## src/rtl/ln_x_scaler.sv

```systemverilog
`default_nettype none
// ============================================================================
// Module   : ln_x_scaler
// Brief    : One-step range reduction of x into [0.75, 1.5) for ln(x),
//            tracking shift count k and correction term k*ln2.
// Revision : 1.0 - initial release
// ============================================================================
module ln_x_scaler #(
  parameter int DATA_W  = 32,
  parameter int FRAC_W  = 16,
  parameter int SHIFT_W = 6,
  parameter int LN2     = 45426
) (
  input  logic                clk,
  input  logic                rst,
  input  logic                start_i,
  input  logic                clear_i,
  input  logic [DATA_W-1:0]   x_i,
  output logic [DATA_W-1:0]   x_o,
  output logic                done_o,
  output logic                err_o,
  output logic                busy_o,
  output logic [SHIFT_W-1:0]  shift_cnt_o,
  output logic [DATA_W-1:0]   corr_o
);

  localparam logic [1:0] IDLE = 2'd0;
  localparam logic [1:0] EVAL = 2'd1;
  localparam logic [1:0] RESP = 2'd2;

  localparam logic [DATA_W-1:0]  c_hi    = DATA_W'(3) << (FRAC_W - 1);
  localparam logic [DATA_W-1:0]  c_lo    = DATA_W'(3) << (FRAC_W - 2);
  localparam logic [DATA_W-1:0]  c_ln2   = DATA_W'(LN2);
  localparam logic [SHIFT_W-1:0] c_k_max = {1'b0, {(SHIFT_W-1){1'b1}}};
  localparam logic [SHIFT_W-1:0] c_k_min = {1'b1, {(SHIFT_W-1){1'b0}}};

  logic [1:0]         r_state;
  logic [DATA_W-1:0]  r_x;
  logic [DATA_W-1:0]  r_x_out;
  logic               r_done;
  logic               r_err;
  logic [SHIFT_W-1:0] r_k;
  logic [DATA_W-1:0]  r_corr;

  logic [DATA_W-1:0]  w_x_next;
  logic [SHIFT_W-1:0] w_k_next;
  logic               w_done_next;
  logic               w_err_set;
  logic [DATA_W-1:0]  w_k_ext;
  logic [DATA_W-1:0]  w_corr;

  always_comb begin
    w_x_next    = r_x;
    w_k_next    = r_k;
    w_done_next = 1'b1;
    w_err_set   = 1'b0;
    if (r_x == '0) begin
      w_x_next  = '0;
      w_err_set = 1'b1;
    end else if (r_x >= c_hi) begin
      w_x_next    = r_x >> 1;
      w_done_next = 1'b0;
      // k saturates at the signed range limit and flags the overflow
      if (r_k == c_k_max) w_err_set = 1'b1;
      else                w_k_next  = r_k + SHIFT_W'(1);
    end else if (r_x < c_lo) begin
      w_x_next    = r_x << 1;
      w_done_next = 1'b0;
      if (r_k == c_k_min) w_err_set = 1'b1;
      else                w_k_next  = r_k - SHIFT_W'(1);
    end
  end

  // Low DATA_W bits of the product are the two's complement k*LN2
  assign w_k_ext = {{(DATA_W-SHIFT_W){w_k_next[SHIFT_W-1]}}, w_k_next};
  assign w_corr  = w_k_ext * c_ln2;

  always_ff @(posedge clk) begin
    if (rst) begin
      r_state <= IDLE;
      r_x     <= '0;
      r_x_out <= '0;
      r_done  <= 1'b0;
      r_err   <= 1'b0;
      r_k     <= '0;
      r_corr  <= '0;
    end else if (clear_i) begin
      r_state <= IDLE;
      r_done  <= 1'b0;
      r_err   <= 1'b0;
      r_k     <= '0;
      r_corr  <= '0;
    end else begin
      case (r_state)
        IDLE: begin
          if (start_i) begin
            r_x     <= x_i;
            r_state <= EVAL;
          end
        end
        EVAL: begin
          r_x_out <= w_x_next;
          r_k     <= w_k_next;
          r_done  <= w_done_next;
          r_corr  <= w_corr;
          if (w_err_set) r_err <= 1'b1;
          r_state <= RESP;
        end
        RESP:    r_state <= IDLE;
        default: r_state <= IDLE;
      endcase
    end
  end

  assign x_o         = r_x_out;
  assign done_o      = r_done;
  assign err_o       = r_err;
  assign busy_o      = (r_state != IDLE);
  assign shift_cnt_o = r_k;
  assign corr_o      = r_corr;

endmodule
`default_nettype wire
```

## config.mk

```make
export PLATFORM = sky130hd
export DESIGN_NAME = ln_x_scaler
export DESIGN_NICKNAME = d
export VERILOG_FILES = /design/src/rtl/ln_x_scaler.sv
export SDC_FILE = /design/constraint.sdc
export NUM_CORES = 1
export LEC_CHECK = 0
export ABC_CLOCK_PERIOD_IN_PS = 6250
export CORE_ASPECT_RATIO = 0.7
export CORE_UTILIZATION = 49
export DETAILED_ROUTE_END_ITERATION = 6
export PLACE_DENSITY = 0.77
export SYNTH_ARGS = -nofsm -noshare
export SYNTH_HDL_FRONTEND = slang
export SYNTH_SLANG_ARGS = --single-unit
```

## constraint.sdc

```tcl
create_clock -name clk -period 6.25 [get_ports clk]
set_input_delay 0.9375 -clock clk [delete_from_list [all_inputs] [get_ports clk]]
set_output_delay 0.9375 -clock clk [all_outputs]
set_load 0.01 [all_outputs]
```

Word level (Yosys, flattened, before mapping). Cells that the tools add are included.

$mul: 1. $add $sub $neg: 2. Equality and inequality tests: 4. Bitwise operators: 1. Order comparisons: 2. Muxes and demuxes: 18. Reductions and logical operators: 7.

Operators with widths (number): $mux 32 (3); $ge 32x17->1 const B (1); $logic_not 32->1 (1); $lt 32x16->1 const B (1); $mul 32x15->31 const B (1); $mux 6 (5); $mux 1 (8); $add 6x1->6 const B (1); $eq 6x5->1 const B (1); $eq 6x6->1 const B (1); $sub 6x1->6 const B (1); $pmux 2 s2 (1); $reduce_and 2->1 (2); $reduce_and 3->1 (1); $eq 2x1->1 const B (1); $logic_not 2->1 (1); $mux 2 (1); $ne 2x2->1 const B (1); $reduce_bool 2->1 (1); $reduce_or 2->1 (1); $not 1->1 (1).

Logic and storage cells: 42. Bits of input ports: 36. Output and inout bits: 73. Register bits: 105.

Logic depth before layout (Yosys ltp).
Word-level depth: 6. Mapped depth: 29. Depth with buffers taken out: 29.

Least setup slack after synthesis. Ideal clock, no wire load.

Path kind: register to register. Start point: register r_x[23]. End point: register r_corr[28] (netlist: corr_o[28]). Stages on the path, launching flop included: 28. Data required time: 6.179 ns. Slack: -0.628 ns. Arrival: 6.807 ns. Buffers on the path: 1. Library setup time: 0.071 ns. Cells stage by stage: dfxtp_1 or3_1 or4_1 buf_4 nor2_1 a32oi_1 o211ai_1 inv_1 fa_1 inv_1 fa_1 inv_1 ha_1 ha_1 inv_1 fa_1 inv_1 ha_1 fa_1 a21o_1 a21oi_1 o21bai_1 a21o_1 a31oi_1 o211ai_1 o211ai_1 nand4_1 a21oi_1.

Longest elaborated chain between the ends: 5. Elaborated cells between the ends (all ways): 7. Those cells by class: mul (1); order compare (2); mux (3); reduce/logical (1).

RTL lines: start: declaration (RTL line 38) `logic [DATA_W-1:0] r_x;`; start signal: assignment (RTL line 97) `r_x <= x_i;`; $lt 32x16->1 (RTL line 66) `end else if (r_x < c_lo) begin`; $mux 6 (RTL line 66); $mux 6 (RTL line 60) `end else if (r_x >= c_hi) begin`; $mux 6 * (RTL line 57) `if (r_x == '0) begin`; named net w_k_next[4] (RTL line 46) `logic [SHIFT_W-1:0] w_k_next;`; $mul 32x15->31 * (RTL line 76) `assign w_corr = w_k_ext * c_ln2;`; end signal: assignment (RTL line 105) `r_corr <= w_corr;`; end: declaration (RTL line 43) `logic [DATA_W-1:0] r_corr;`.

The timed path passes the listed nets; every way through them passes the cells marked *. A chain may end at the register's enable or synchronous reset.

Worst setup path after layout.
Start point: register r_x[28]. End point: register r_corr[26] (netlist: corr_o[26]).

Longest elaborated chain between the ends: 5. Elaborated cells between the ends (all ways): 7. Those cells by class: mul (1); order compare (2); mux (3); reduce/logical (1).

RTL lines (RTL line): $lt 32x16->1 (66); $mux 6 (66); $mux 6 (60); $mux 6 * (57); $mul 32x15->31 * (76).

Mark *: on every way between the ends. The rest lies on a longest branch, timed or not.

==> results.toml <==
[run_status]
status = "finished, violations left"
failed_checks = "setup timing"

[cts]
tritoncts = "done"
clkSinkCount = 102
cts_root_buffer = "clkbuf_16"
post_cts_hold_buffer_count = 0
cts_inserted_buffers = 9
clk_latency_ps = 360
clk_path_buf_depth = 2
cts_max_level = 3
clock_transition_at_the_registers_of_the_reported_paths_ps = 80

[setup_path]
worstSetupPathType = "flip-flop to flip-flop"
critical-path-max-stage-delay_ps = 510
critPathRequiredTime_ps = 6530
crit_arrival_ps = 6530
cp_slowest_cell = "fa_1"
worstPathMaxFanout = 3
crit_path_start_kind = "flip-flop"
crit_path_end_kind = "flip-flop"

[place]
detailedPlacementHpwl_mm = 12.4
dpl_cell_area_um2 = 8280
globalplace.congestion = 0.882
portBuffers = 107

[global_route]
grt_usage = 0.267
antenna_found_initial = 0
grt_pass1_wl_mm = 29.3
globalRouteOverflowTotal = 0
grt_start_max_net_pins = 68
grt_pass1_vias = 5809

[timing]
report.final.slew_viol_count = 0
timing.fmax_mhz = 160
layout_worst_path_cycle_share = 1.00
timing.clock.skew_ps = 9.56
tightestPinTransition_ps = 1100
rsz0062_at_grt = "yes"
finalSetupViolCount = 2
slew_headroom = 0.264
worst_setup_slack_final_ps = -1.11
hold_violations = 0
final.min_clock_period_ps = 6250

[min_path]
hold_class = "flip-flop to flip-flop"

[route]
firstDrtPassIters = 5
ant_nets = 0
drt_iter0_markers = 469
via_count = 6198
wl_per_cell_um = 16.0
detail_route.vias_per_cell = 5.47
totalWireLength_mm = 18.2
routedLengthMet1_mm = 8.90
met3_wirelength_mm = 1.13
met2WireLength_mm = 7.90
drc_errors = 0
topRoutingLayerUsed = "met4"

[logic_synthesis]
ys_warn_count = 0
asyncSetResetFlopFracSynth = 0
synth_edf_count = 0
post-synth-top-count-cell = "nand2_1"
netlist_area_pre_place_um2 = 6490
yosys-top-cells-count = "nand2_1, a21oi_1, dfxtp_1"
post_synth_num_cell_types = 61
synthDominantCellAreaShare = 0.314
syn-instance-count = 789
synth_sequential_area_ratio = 0.314
syn_area_per_cell_um2 = 8.23
synthTopCellsByArea = "dfxtp_1, ha_1, nand2_1"
postSynth.topFlopCell = "dfxtp_1"
postSynthRegisterBits = 102
synth_top_cell_by_area = "dfxtp_1"

[run]
max_cap_violations = 0

[power_and_ir_drop]
p_int_w = 0.00233
power.ir.vdd_worst_v = 0.000321
design_power_total_w = 0.00405
total_switching_power_w = 0.00172
power.share.sequential = 0.172
power.combinational.fraction = 0.684
total_power_divided_by_cell_area_nw_per_um2 = 442
netSwitchingFraction = 0.425
clock_share_of_power = 0.144
cellLeakagePower_nw = 3.79

[cells_and_area]
nNetsFinal = 1097
n_antenna_cell = 0
synthToLayoutAreaGrowth_pct = 40.9
fraction_of_layout_instances_using_a_drive_strength_above_1 = 0.209
utilization = 0.722
final_area_um2 = 9150

[die]
placeableCoreArea_um2 = 12700
floorplan.die_area_um2 = 13700
fp.dieH_um = 98.3
floorplan.initialDensity = 0.512
die_w_um = 140
i_o_pin_total = 109
cell_rows = 34
## layout by cell type, fill, tap and decap left out, drive strengths merged, types with 3 or more instances in the layout
cell type and instances:
clkinv 6, dfxtp 102, xor2 5, o21bai 3
o211ai 4, nand2b 8, fa 25, nand4 3
a221o 14, or2 6, nor2b 5, clkbuf 9
a21o 6, nor2 48, clkdlybuf4s50 106, ha 70
mux2i 3, nand2 146, nor3 26, nor4 8
a221oi 3, and3 5, a211oi 4, or4 4
inv 65, buf 102, o22ai 4, xnor2 18
a21oi 104, a31oi 3, nand3 8, o21ai 19
## what timing repair did
item | in CTS | in global routing
pin swaps | 41 | 44
gates cloned | 0 | 0
gates resized for setup | 37 | 41
setup endpoints to repair | 17 | 18
setup buffers | 12 | 10
## stage by stage
step / instances / worst slack (ps) / hold slack (ps) / setup TNS [ps]
2_1_floorplan: 790 / -112 / 440 / -524
3_3_place_gp: 1096 / -183 / 442 / -2360
3_5_place_dp: 1096 / -266 / 445 / -3610
4_1_cts: 1124 / -70.5 / 457 / -268
5_1_grt: 1133 / -219 / 475 / -2540
6_report: 1133 / -1.11 / 454 / -1.24
## worst max-delay path, delay by kind of cell, from the launching register on
family | cells | cell delay [ps]
adders and majority gates | 6 | 2020
and+or+nand+nor | 4 | 950
xor gates and xnor gates | 2 | 300
AOI/OAI and AO/OA | 9 | 1760
buffers and inverters | 8 | 820
DFF | 1 | 320
## final cells by class
type	count	area, um^2
clock buffers	9	225
clock inverters	7	91.3
fillers	984	3530
inverters	64	245
multi-input cells	581	4470
flip-flops and latches	102	2040
well taps	162	203
repair buffers	208	1870
## final timing paths
| kind | start | end | slack [ps] | depth (start not counted) |
|---|---|---|---|---|
| min reg2reg | corr_o[5]$_SDFFE_PP0N_ | corr_o[5]$_SDFFE_PP0N_ | 450 | 2 |
| min | corr_o[5]$_SDFFE_PP0N_ | corr_o[5]$_SDFFE_PP0N_ | 450 | 2 |
| max reg2reg | r_x[28]$_SDFFE_PP0P_ | corr_o[26]$_SDFFE_PP0N_ | -1 | 29 |
| max | r_x[28]$_SDFFE_PP0P_ | corr_o[26]$_SDFFE_PP0N_ | -1 | 29 |
## sequential cells by signal (all words and copies together) (netlist names)
register and count:
r_x 32, x_o 32, corr_o 28, shift_cnt_o 6, r_state 2, done_o 1, err_o 1
## power by group through the flow
stage	clock, W	sequential (W)	combinational, W
2_1_floorplan	0	0.000717	0.00154
3_3_place_gp	0	0.000710	0.00219
3_5_place_dp	0	0.000710	0.00225
4_1_cts	0.000593	0.000695	0.00256
5_1_grt	0.000619	0.000699	0.00308
6_report	0.000582	0.000696	0.00277
## cells by family (layout without fill, tap and decap cells)
logic type      Yosys count  in the layout  share of synthesized area
other cells               1              2                   0.000577
mux                       3              3                    0.00462
xor+xnor                 23             23                     0.0310
simple gates            277            277                      0.194
buf+inv                 107            288                     0.0667
flops                   102            102                      0.314
compound gates          181            181                      0.177
fa+ha+maj                95             95                      0.212
## routing by layer
layer	up-vias	global-route usage
li1	3045	-
met1	2926	0.399
met2	201	0.400
met3	26	0.0461
met4	0	0.0575
met5	-	0
No activity file was read; power rests on OpenSTA's default activity.
